$ cat src/rtl/fetch_unit_pkg.sv
// Shared CPU definitions for the fetch unit and the main decoder.
// Holds the datapath width, opcode field position, opcode constants,
// the bubble instruction and the fetch FSM state encoding.
package fetch_unit_pkg;

  localparam int unsigned XLEN   = 16;
  localparam int unsigned OP_MSB = 15;
  localparam int unsigned OP_LSB = 12;
  localparam int unsigned OP_W   = OP_MSB - OP_LSB + 1;

  // Main-decoder opcodes
  localparam logic [OP_W-1:0] OP_0000 = 4'b0000;
  localparam logic [OP_W-1:0] OP_0100 = 4'b0100;
  localparam logic [OP_W-1:0] OP_1011 = 4'b1011;
  localparam logic [OP_W-1:0] OP_1111 = 4'b1111;
  localparam logic [OP_W-1:0] OP_1000 = 4'b1000;
  localparam logic [OP_W-1:0] OP_0010 = 4'b0010;
  localparam logic [OP_W-1:0] OP_NOP  = 4'b0001;

  // Bubble: opcode 0001 decodes to all-zero controls
  localparam logic [XLEN-1:0] NOP_INSTR = 16'h1000;

  typedef enum logic [1:0] {
    ST_FETCH = 2'd0,
    ST_VALID = 2'd1,
    ST_DRAIN = 2'd2
  } fetch_state_e;

endpackage

$ cat src/rtl/pc_reg.sv
// Reset-loadable address register with load enable.
// Ports: clk, reset (async, active-high), i_en (load), i_d (next value),
//        o_q (current value; returns to RESET_VAL on reset).
module pc_reg
  import fetch_unit_pkg::*;
#(
  parameter logic [XLEN-1:0] RESET_VAL = '0
) (
  input  logic            clk,
  input  logic            reset,
  input  logic            i_en,
  input  logic [XLEN-1:0] i_d,
  output logic [XLEN-1:0] o_q
);

  logic [XLEN-1:0] r_q;

  always_ff @(posedge clk or posedge reset) begin
    if (reset) begin
      r_q <= RESET_VAL;
    end else if (i_en) begin
      r_q <= i_d;
    end
  end

  assign o_q = r_q;

endmodule

$ cat src/rtl/fetch_unit.sv
// Instruction fetch unit: issues one instruction-memory read at a time,
// presents the returned word to decode with its address, honours decode
// stalls and branch redirects, and drops data belonging to a request that
// was overtaken by a redirect.
// Ports: clk, reset (async, active-high);
//        imem_req/imem_addr out, imem_ack/imem_rdata in (memory side);
//        instr/op/instr_valid/pc_out/pcplus2 out (decode side);
//        stall, redirect, redirect_pc in (pipeline control).
module fetch_unit
  import fetch_unit_pkg::*;
#(
  parameter logic [XLEN-1:0] RESET_PC  = 16'h0000,
  parameter logic [XLEN-1:0] NOP_INSTR = fetch_unit_pkg::NOP_INSTR
) (
  input  logic            clk,
  input  logic            reset,
  output logic            imem_req,
  output logic [XLEN-1:0] imem_addr,
  input  logic            imem_ack,
  input  logic [XLEN-1:0] imem_rdata,
  output logic [XLEN-1:0] instr,
  output logic [OP_W-1:0] op,
  output logic            instr_valid,
  output logic [XLEN-1:0] pc_out,
  output logic [XLEN-1:0] pcplus2,
  input  logic            stall,
  input  logic            redirect,
  input  logic [XLEN-1:0] redirect_pc
);

  fetch_state_e r_state, w_state_nxt;

  logic            r_req;
  logic [XLEN-1:0] r_instr;
  logic            r_valid;

  logic [XLEN-1:0] w_pc, w_pc_d;
  logic            w_pc_en;
  logic [XLEN-1:0] w_pc_out;
  logic            w_pc_out_en;
  logic [XLEN-1:0] w_pend;
  logic            w_pend_en;
  logic [XLEN-1:0] w_redir_pc;
  logic [XLEN-1:0] w_instr_d;
  logic            w_valid_d;
  logic            w_req_d;

  // Instructions are halfword aligned
  assign w_redir_pc = redirect_pc & ~XLEN'(1);

  pc_reg #(.RESET_VAL(RESET_PC)) u_pc (
    .clk   (clk),
    .reset (reset),
    .i_en  (w_pc_en),
    .i_d   (w_pc_d),
    .o_q   (w_pc)
  );

  pc_reg #(.RESET_VAL(RESET_PC)) u_pc_out (
    .clk   (clk),
    .reset (reset),
    .i_en  (w_pc_out_en),
    .i_d   (w_pc),
    .o_q   (w_pc_out)
  );

  // Target captured while an overtaken request is still in flight
  pc_reg #(.RESET_VAL(RESET_PC)) u_pend (
    .clk   (clk),
    .reset (reset),
    .i_en  (w_pend_en),
    .i_d   (w_redir_pc),
    .o_q   (w_pend)
  );

  // State, request and decode-side registers
  always_ff @(posedge clk or posedge reset) begin
    if (reset) begin
      r_state <= ST_FETCH;
      r_req   <= 1'b0;
      r_instr <= NOP_INSTR;
      r_valid <= 1'b0;
    end else begin
      r_state <= w_state_nxt;
      r_req   <= w_req_d;
      r_instr <= w_instr_d;
      r_valid <= w_valid_d;
    end
  end

  // Next-state and datapath control
  always_comb begin
    w_state_nxt = r_state;
    w_pc_en     = 1'b0;
    w_pc_d      = w_pc;
    w_pc_out_en = 1'b0;
    w_pend_en   = 1'b0;
    w_instr_d   = r_instr;
    w_valid_d   = r_valid;

    unique case (r_state)
      ST_FETCH: begin
        // r_req is low only for the first cycle after reset; no ack can be owed then
        if (r_req && imem_ack) begin
          if (redirect) begin
            w_pc_en = 1'b1;
            w_pc_d  = w_redir_pc;
          end else begin
            w_instr_d   = imem_rdata;
            w_valid_d   = 1'b1;
            w_pc_out_en = 1'b1;
            w_state_nxt = ST_VALID;
          end
        end else if (redirect) begin
          if (r_req) begin
            w_pend_en   = 1'b1;
            w_state_nxt = ST_DRAIN;
          end else begin
            w_pc_en = 1'b1;
            w_pc_d  = w_redir_pc;
          end
        end
      end

      ST_VALID: begin
        if (redirect || !stall) begin
          w_pc_en     = 1'b1;
          w_pc_d      = redirect ? w_redir_pc : w_pc + XLEN'(2);
          w_instr_d   = NOP_INSTR;
          w_valid_d   = 1'b0;
          w_state_nxt = ST_FETCH;
        end
      end

      ST_DRAIN: begin
        // Old request still owes an ack; keep it stable and discard its data
        if (imem_ack) begin
          w_pc_en     = 1'b1;
          w_pc_d      = redirect ? w_redir_pc : w_pend;
          w_state_nxt = ST_FETCH;
        end else if (redirect) begin
          w_pend_en = 1'b1;
        end
      end

      default: begin
        w_instr_d   = NOP_INSTR;
        w_valid_d   = 1'b0;
        w_state_nxt = ST_FETCH;
      end
    endcase

    w_req_d = (w_state_nxt != ST_VALID);
  end

  assign imem_req    = r_req;
  assign imem_addr   = w_pc;
  assign instr       = r_instr;
  assign op          = r_instr[OP_MSB:OP_LSB];
  assign instr_valid = r_valid;
  assign pc_out      = w_pc_out;
  assign pcplus2     = w_pc_out + XLEN'(2);

endmodule

$ cat config.mk
export PLATFORM = sky130hd
export DESIGN_NAME = fetch_unit
export DESIGN_NICKNAME = d
export VERILOG_FILES = /design/src/rtl/fetch_unit_pkg.sv /design/src/rtl/pc_reg.sv /design/src/rtl/fetch_unit.sv
export SDC_FILE = /design/constraint.sdc
export NUM_CORES = 1
export LEC_CHECK = 0
export ABC_AREA = 1
export CORE_MARGIN = 1
export CORE_UTILIZATION = 40
export DETAILED_ROUTE_END_ITERATION = 6
export PLACE_DENSITY = 0.69
export SLEW_MARGIN = 20
export SYNTH_ARGS = -nofsm -noshare
export SYNTH_HDL_FRONTEND = slang
export SYNTH_SLANG_ARGS = --single-unit
$ cat constraint.sdc
create_clock -name clk -period 2.9 [get_ports clk]
set_input_delay 0.58 -clock clk [delete_from_list [all_inputs] [get_ports clk]]
set_output_delay 0.58 -clock clk [all_outputs]
set_load 0.01 [all_outputs]
== Word-level counts from Yosys, hierarchy flattened ==
Index checks and enable logic that the tools add are counted.

* Flip-flop bits (word level): 67
* Bits in latches: 0
* Memory bits (writable): 0
* Bits in read-only memories: 0
* Input bits: 37
* Output and inout bits: 70
* Logic and storage cells: 65
* Memories: 0

* Add/subtract/negate cells: 2
* $mul: 0
* Divide/modulo/power cells: 0
* Magnitude comparators: 0
* Eq/ne operators: 9
* Shift operators: 0
* Mux-type cells: 39
* Bitwise gates (word level): 1
* Reduce and logical (&&, ||, !) cells: 7

{| class="wikitable"
|+ Operators by type and width
! kind !! number
|-
| two-way mux 16 bit || 11
|-
| one-hot mux 16 bit (3 select lines) || 2
|-
| adder 16 x 2 -> 16 bit (second input constant) || 2
|-
| two-way mux 1 bit || 16
|-
| two-way mux 2 bit || 6
|-
| inequality test 2 bit (second input constant) || 5
|-
| one-hot mux 1 bit (3 select lines) || 2
|-
| one-hot mux 2 bit (3 select lines) || 1
|-
| AND reduction 6 bit || 1
|-
| AND reduction 4 bit || 1
|-
| inequality test 3 bit (second input constant) || 1
|-
| nonzero test 3 bit || 1
|-
| == test 2 x 1 -> 1 bit (second input constant) || 1
|-
| == test 2 bit (second input constant) || 1
|-
| zero test 2 bit || 1
|-
| inequality test 2 x 1 -> 1 bit (second input constant) || 1
|-
| one-hot mux 1 bit (2 select lines) || 1
|-
| logical AND 1 bit || 1
|-
| zero test 1 bit || 1
|-
| logical OR 1 bit || 1
|-
| NOT 1 bit || 1
|}

== Longest topological paths before layout ==
Gate-level depths: netlist of run 1.

* Depth in word-level cells: 5
* Gate-level depth with buffers: 12
* Gate-level depth less buffers: 12

== By module ==
From an unflattened synthesis of run 1, not the netlist that was laid out.

* Cell total of the unflattened synthesis: 603
* Area total of the unflattened synthesis: 4,300.4 um^2

{| class="wikitable"
|+ By module, submodules not included
! module !! instances !! cells an instance !! area an instance (um^2) !! seq. area each (um^2)
|-
| fetch_unit || 1 || 396 || 2,356.0 || 501.7
|-
| pc_reg || 3 || 69 || 648.1 || 400.4
|}

== Worst setup path before layout of run 1 ==
Ideal clock, no wire load.

* Kind: register -> output
* Start point: register u_pc_out.r_q[1], in the netlist u_pc_out.o_q[1]
* End point: output port pcplus2[15]
* Data arrival time: 1.610 ns
* Required time: 2.320 ns
* Setup slack: 0.710 ns
* Stages on the path, launching flop included: 9
* Path buffers: 0
* Path through: dfrtp_1 ha_1 nand3_1 nor2_1 nand3_1 nor2_1 inv_1 nor3_1 xor2_1

* Longest elaborated chain between the ends: 1

{| class="wikitable"
|+ Ends and longest elaborated chain
! item !! RTL line !! source
|-
| start, declared || pc_reg.sv:16 || <nowiki>logic [XLEN-1:0] r_q;</nowiki>
|-
| start signal, assigned || pc_reg.sv:22 || <nowiki>r_q <= i_d;</nowiki>
|-
| adder 16 x 2 -> 16 bit || fetch_unit.sv:162 || <nowiki>assign pcplus2 = w_pc_out + XLEN'(2);</nowiki>
|-
| end, declared || fetch_unit.sv:25 || <nowiki>output logic [XLEN-1:0] pcplus2,</nowiki>
|}

Every way passes these cells.

== Worst setup path after layout of run 1 ==
* Start point: register u_pc_out.r_q[2], in the netlist u_pc_out.o_q[2]
* End point: output port pcplus2[15]

Same word-level chain as after synthesis.

==> impl_metrics.py, run 1 <==
metrics = {
    "detailed_routing": {
        "dr.pass1.iters": 4,
        "postRouteAntennaNets": 0,
        "drt-total-wl_mm": 9.34,
        "avgRoutedWirePerCell_um": 13.7,
        "drt_iter0_markers": 210,
        "routed-via-count": 3399,
        "vias_per_cell": 4.98,
        "drcViolationCount": 0,
    },
    "setup_path": {
        "r2r-end": "u_pc.o_q[9]",
        "path_class": "flip-flop to primary output",
        "cp.required_ns": 2.32,
        "arrival_ns": 2.08,
        "start_kind": "flip-flop",
        "cp_max_fo": 3,
        "crit_path_end_kind": "primary output",
        "reg2regPathDepth": 9,
        "r2r_start": "r_state[1]",
        "r2r_slack_ns": 0.70,
    },
    "placed_design": {
        "io_buffers": 102,
        "numPlacedInstances": 663,
        "hpwl_mm": 6.80,
        "gp_congestion": 0.824,
        "dp_slack_ns": 0.195,
    },
    "finish": {
        "antenna_cells": 0,
        "final_cells": 683,
        "final.fill_count": 811,
        "drive_gt1_share_pct": 9.91,
        "final_cell_mix": "152 x nand2_1, 95 x clkdlybuf4s50_1, 64 x dfrtp_1",
        "regArea_um2": 1630,
        "num-nets-final": 613,
        "multiInputGateArea_um2": 1690,
        "area_growth_pct": 38.1,
        "final_common_cell": "nand2_1",
    },
    "synthesis": {
        "yosys.area_share.simple_pct": 23.3,
        "synth_top_family_by_area": "simple AND/OR/NAND/NOR gates",
        "ys_seq_area_share_pct": 44.9,
        "synth_area_um2": 3620,
        "ys_ff_latch": 65,
        "synth_xor_area_share_pct": 2.90,
        "synth_cell_type_count": 33,
        "synthAdderAreaFrac_pct": 2.07,
        "async_flop_share_pct": 100,
        "ys.flop_type": "dfrtp_1",
        "yosys_warnings": 0,
        "synth.mux.area_fraction_pct": 2.90,
        "synth_compound_area_share_pct": 14.7,
        "synth_edf_count": 0,
        "synth.avg_cell_area_um2": 7.86,
        "netlist_instances": 461,
    },
    "global_route": {
        "antenna_found_initial": 0,
        "grt_util_all_layers_pct": 20.5,
        "grt_overflow": 0,
        "grt_pass1_wl_mm": 15.6,
        "grt_pass1_vias": 3296,
        "grt_max_degree": 42,
    },
    "power_and_ir_drop": {
        "p_leak_nw": 2.45,
        "p_per_area_nw_per_um2": 1050,
        "peakVddDrop_v": 0.000405,
    },
    "clocking": {
        "cts_inserted_buffers": 9,
        "cts.sinks": 65,
        "cts_buffer_depth": 2,
        "holdBufCountCts": 0,
        "cts.reportedPaths.clkPinSlew_ns": 0.08,
        "cts_max_level": 3,
        "clkLatencyLatePin_ns": 0.34,
        "root_buffer": "clkbuf_8",
        "cts_tree": "done",
    },
    "die": {
        "core-area_um2": 8760,
        "fp.dieArea_um2": 9440,
        "start_util_pct": 41.3,
        "row_count": 34,
        "io_pins": 107,
        "die_h_um": 97.2,
        "die_w_um": 97.2,
    },
    "sta": {
        "setup_tns_ns": 0,
        "postLayoutSetupSlackWorst_ns": 0.240,
        "worst_slew_pin_slew_ns": 0.528,
        "finalClockSkew_ns": 0.0104,
        "min_period_over_period_pct": 91.7,
        "post-route-min-period_ns": 2.66,
        "setup_viol": 0,
        "rsz0062_at_grt": "no",
        "max_clock_freq_mhz": 376,
        "timing.final.hold_violations": 0,
        "worst_slew_margin_rel_pct": 64.8,
        "slew_viol_final": 0,
    },
    "hold_path": {
        "whs_path_depth": 2,
        "hold_end": "instr_valid",
        "hp-class": "flip-flop to flip-flop",
        "hp-start": "instr_valid",
    },
    "outcome": {
        "status": "finished clean",
    },
    "run": {
        "max_cap_viol_count": 0,
    },
}
-- sequential cells by signal, summed over array words and instances, names as in the netlist --
signal	count
imem_req	1
u_pend.o_q	15
instr_valid	1
u_pc_out.o_q	15
instr	16
r_state	2
u_pc.o_q	15
-- worst max-delay path: stages (launching register included) --
cell           delay, ns
dfrtp_1             0.38
ha_2                0.20
nand3_1             0.13
nor2_2              0.13
nand3_1             0.11
nor2_2              0.13
inv_1               0.06
nor3_1              0.17
xor2_1              0.15
dlygate4sd2_1       0.27
-- metrics by stage --
stage | hold WS (ns) | total power [mW] | util [%] | cell area [µm²]
4_1_cts | 0.483 | 5.28 | 56.7 | 4970
5_1_grt | 0.526 | 5.68 | 57.1 | 5000
6_report | 0.477 | 5.27 | 57.1 | 5000
3_3_place_gp | 0.456 | 4.42 | 54.3 | 4750
3_5_place_dp | 0.463 | 4.49 | 54.3 | 4750
2_1_floorplan | 0.453 | 3.25 | - | 3630
-- metal layers --
metal / vias to the layer above / routed length, µm / track usage (%)
li1: 1700 / - / -
met1: 1559 / 4290 / 27.9
met2: 121 / 4370 / 32.5
met3: 19 / 478 / 3.02
met4: 0 / 195 / 8.84
met5: - / 0 / 0
-- synth_stat cells, types with 2 or more instances --
library cell  instances  area [µm²]
dfrtp_1              64        1600
nor2_1               22        82.6
mux2_4                4        60.1
buf_4                 9        67.6
a22oi_1               4        30.0
a21boi_0              2        15.0
ha_1                  6        75.1
clkbuf_1              6        22.5
buf_6                 2        22.5
nor3_1                2        10.0
o21ai_0              41         205
inv_1                46         173
mux2_2                4        45.0
a21oi_1              21         105
xor2_1                9        78.8
o211ai_1              2        15.0
nand2_1             152         571
nand4_1               6        37.5
xnor2_1               3        26.3
inv_2                 4        15.0
nor2_2                4        25.0
a22o_1               16         140
nand3_1              17        85.1
buf_2                 6        30.0
-- timing repair --
item	CTS	global route
setup buffers	2	2
endpoints found under the setup margin	5	4
pin swaps	0	1
resized for setup	6	6
cloned	0	0
-- logic make-up (layout without fill, tap and decap cells) --
group,after synthesis,in the layout
other,1,3
buffers and inverters,73,185
AND/OR/NAND/NOR,207,207
XOR/XNOR,12,12
multiplexers,8,8
AO/OA/AOI/OAI,89,89
flip-flops,65,65
adder cells (fa/ha/maj),6,6
-- final cells by class --
cell class / instances / area share [%]
Clock inverter: 6 / 1.38
Multi-Input combinational cell: 325 / 33.7
Sequential cell: 65 / 32.5
Inverter: 50 / 3.75
Timing Repair Buffer: 119 / 23.3
Tap cell: 108 / 2.70
Clock buffer: 10 / 2.55
-- worst max path at each step --
stage / from / to / slack [ns]
after detailed placement: u_pc_out.o_q[1] / pcplus2[15] / 0.19
after floorplan: reset / imem_req / 0.70
after CTS: u_pc_out.o_q[2] / pcplus2[14] / 0.01
final: u_pc_out.o_q[2] / pcplus2[15] / 0.24
after global placement: u_pc_out.o_q[1] / pcplus2[15] / 0.25
after global routing: u_pc_out.o_q[2] / pcplus2[15] / 0.06
-- power breakdown --
group          leakage, nW  total [mW]  switching, mW  internal [mW]
registers            0.823        1.68          0.371           1.31
logic                 1.54        2.81           1.44           1.37
clock network       0.0851       0.778          0.378          0.400
No activity file was read; power rests on OpenSTA's default activity.
==> run 2: changes to the inputs <==
- DONT_BUFFER_PORTS: not set -> 1
- PLACE_DENSITY: 0.69 -> not set
==> impl_metrics.py, run 2 (synthesis gave the netlist of run 1 again) <==
metrics = {
    "sta": {
        "finalClockSkew_ns": 0.0145,
        "postLayoutSetupSlackWorst_ns": 0.258,
        "timing.final.hold_violations": 0,
        "post-route-min-period_ns": 2.64,
        "setup_tns_ns": 0,
        "min_period_over_period_pct": 91.1,
        "worst_slew_margin_rel_pct": 56.8,
        "worst_slew_pin_slew_ns": 0.648,
        "rsz0062_at_grt": "no",
        "slew_viol_final": 0,
        "setup_viol": 0,
        "max_clock_freq_mhz": 378,
    },
    "setup_path": {
        "cp_max_fo": 4,
        "start_kind": "flip-flop",
        "arrival_ns": 2.06,
        "slowest_stage": "dfrtp_1",
        "path_cells": "ha_1 -> nand3_1 -> nor2_1 -> nand3_1 -> nor2_2 -> inv_1 -> nor3_1 -> xor2_1",
        "cp.required_ns": 2.32,
        "cpMostUsedCell": "nand3_1",
        "crit_family": "simple AND/OR/NAND/NOR gates",
        "max_stage_delay_ns": 0.44,
        "crit_path_end_kind": "primary output",
        "path_class": "flip-flop to primary output",
        "crit_buf_inv": 1,
    },
    "run": {
        "max_cap_viol_count": 0,
    },
    "detailed_routing": {
        "postRouteAntennaNets": 0,
        "avgRoutedWirePerCell_um": 15.2,
        "drt_iter0_markers": 187,
        "vias_per_cell": 5.33,
        "drt-total-wl_mm": 8.70,
        "routed-via-count": 3043,
        "dr.pass1.iters": 5,
        "drcViolationCount": 0,
    },
    "power_and_ir_drop": {
        "peakVddDrop_v": 0.000509,
        "p_leak_nw": 1.94,
        "p_per_area_nw_per_um2": 1130,
    },
    "clocking": {
        "holdBufCountCts": 0,
        "cts_inserted_buffers": 9,
        "root_buffer": "clkbuf_8",
        "cts_max_level": 3,
        "cts.sinks": 65,
        "cts_buffer_depth": 2,
        "clkLatencyLatePin_ns": 0.36,
        "cts_tree": "done",
        "cts.reportedPaths.clkPinSlew_ns": 0.09,
    },
    "finish": {
        "area_growth_pct": 6.46,
        "final.fill_count": 896,
        "largest_reg_flops": 16,
        "final_cell_mix": "152 x nand2_1, 63 x dfrtp_1, 45 x inv_1",
        "num-nets-final": 501,
        "drive_gt1_share_pct": 9.50,
        "regArea_um2": 1630,
        "fin_util_pct": 44.0,
        "final_common_cell": "nand2_1",
        "antenna_cells": 0,
        "multiInputGateArea_um2": 1680,
    },
    "die": {
        "row_count": 34,
        "core-area_um2": 8760,
        "start_util_pct": 41.3,
        "die_h_um": 97.2,
        "fp.dieArea_um2": 9440,
        "io_pins": 107,
        "die_w_um": 97.2,
    },
    "global_route": {
        "grt_pass1_vias": 3025,
        "grt_overflow": 0,
        "grt_util_all_layers_pct": 19.6,
        "grt_max_degree": 30,
        "antenna_found_initial": 0,
        "grt_pass1_wl_mm": 14.8,
    },
    "placed_design": {
        "dp_slack_ns": 0.529,
        "gp_congestion": 0.881,
        "hpwl_mm": 6.41,
        "io_buffers": 0,
    },
    "hold_path": {
        "hp-class": "primary input to asynchronous set/reset pin",
    },
    "outcome": {
        "status": "finished clean",
    },
}
-- run 2: changes by cell type in the layout (fill, tap and decap cells not counted), moves of 2 or more --
cell,change
buf_4,-9
clkdlybuf4s50_1,-95
clkinvlp_4,-2
dlygate4sd2_1,-3
dlymetal6s2s_1,-4
inv_6,+2
nor2_1,+2
nor2_2,-2
-- run 2: final timing paths --
check | end | from | depth (start not counted) | slack [ns]
min in group clk | instr[14] | imem_rdata[14] | 1 | 0.36
min reg2reg | u_pend.o_q[14] | u_pend.o_q[14] | 2 | 0.49
max in group asynchronous | u_pc.o_q[9] | reset | 2 | 2.11
min | instr[14] | reset | 1 | 0.09
max reg2reg | u_pc.o_q[13] | r_state[1] | 9 | 0.64
max | pcplus2[15] | u_pc_out.o_q[2] | 8 | 0.26
-- run 2: layer usage --
metal | part of all wire (%) | global-route usage [%]
met2 | 45 | 30.5
met5 | 0 | 0
met3 | 7.9 | 6.69
met1 | 45 | 25.1
met4 | 1.6 | 7.35
-- run 2: metrics by stage --
stage | area (µm²) | cells | power (mW) | hold WS, ns
3_5_place_dp | 3680 | 555 | 3.67 | 0.475
5_1_grt | 3860 | 571 | 4.77 | 0.116
3_3_place_gp | 3680 | 555 | 3.61 | 0.468
6_report | 3860 | 571 | 4.38 | 0.0920
4_1_cts | 3850 | 571 | 4.40 | 0.112
2_1_floorplan | 3630 | 463 | 3.25 | 0.453
-- run 2: timing repair --
action	in CTS	in global routing
endpoints found under the setup margin	0	1
setup buffers	0	0
gates resized for setup	0	2
-- run 2: area by class of cell --
cell class | instances | area share [%]
timing repair buffer | 7 | 1.36
clock buffer | 10 | 3.31
clock inverter | 6 | 1.30
tap | 108 | 3.50
multi-input combinational | 325 | 43.4
inverter | 50 | 4.87
sequential | 65 | 42.2
-- run 2: report_power, final --
group,internal [mW],switching [mW],leakage [nW],total (mW)
clock,0.321,0.394,0.0839,0.715
combinational,0.669,1.12,1.04,1.79
sequential,1.31,0.559,0.821,1.87
total,2.30,2.08,1.94,4.38
-- run 2: worst reg2reg max path, cell delays in order (launching register included) --
cell,delay (ns)
dfrtp_1,0.41
inv_1,0.12
ha_1,0.52
nand3_1,0.21
and3_1,0.20
nand3_2,0.23
buf_4,0.26
a21oi_1,0.06
nand2_1,0.10
nand2_1,0.05
==> run 3: changes to the inputs <==
- SKIP_LAST_GASP: not set -> 1
==> results of run 3 <==
The final DEF is identical to that of run 2; final timing and power are the same.
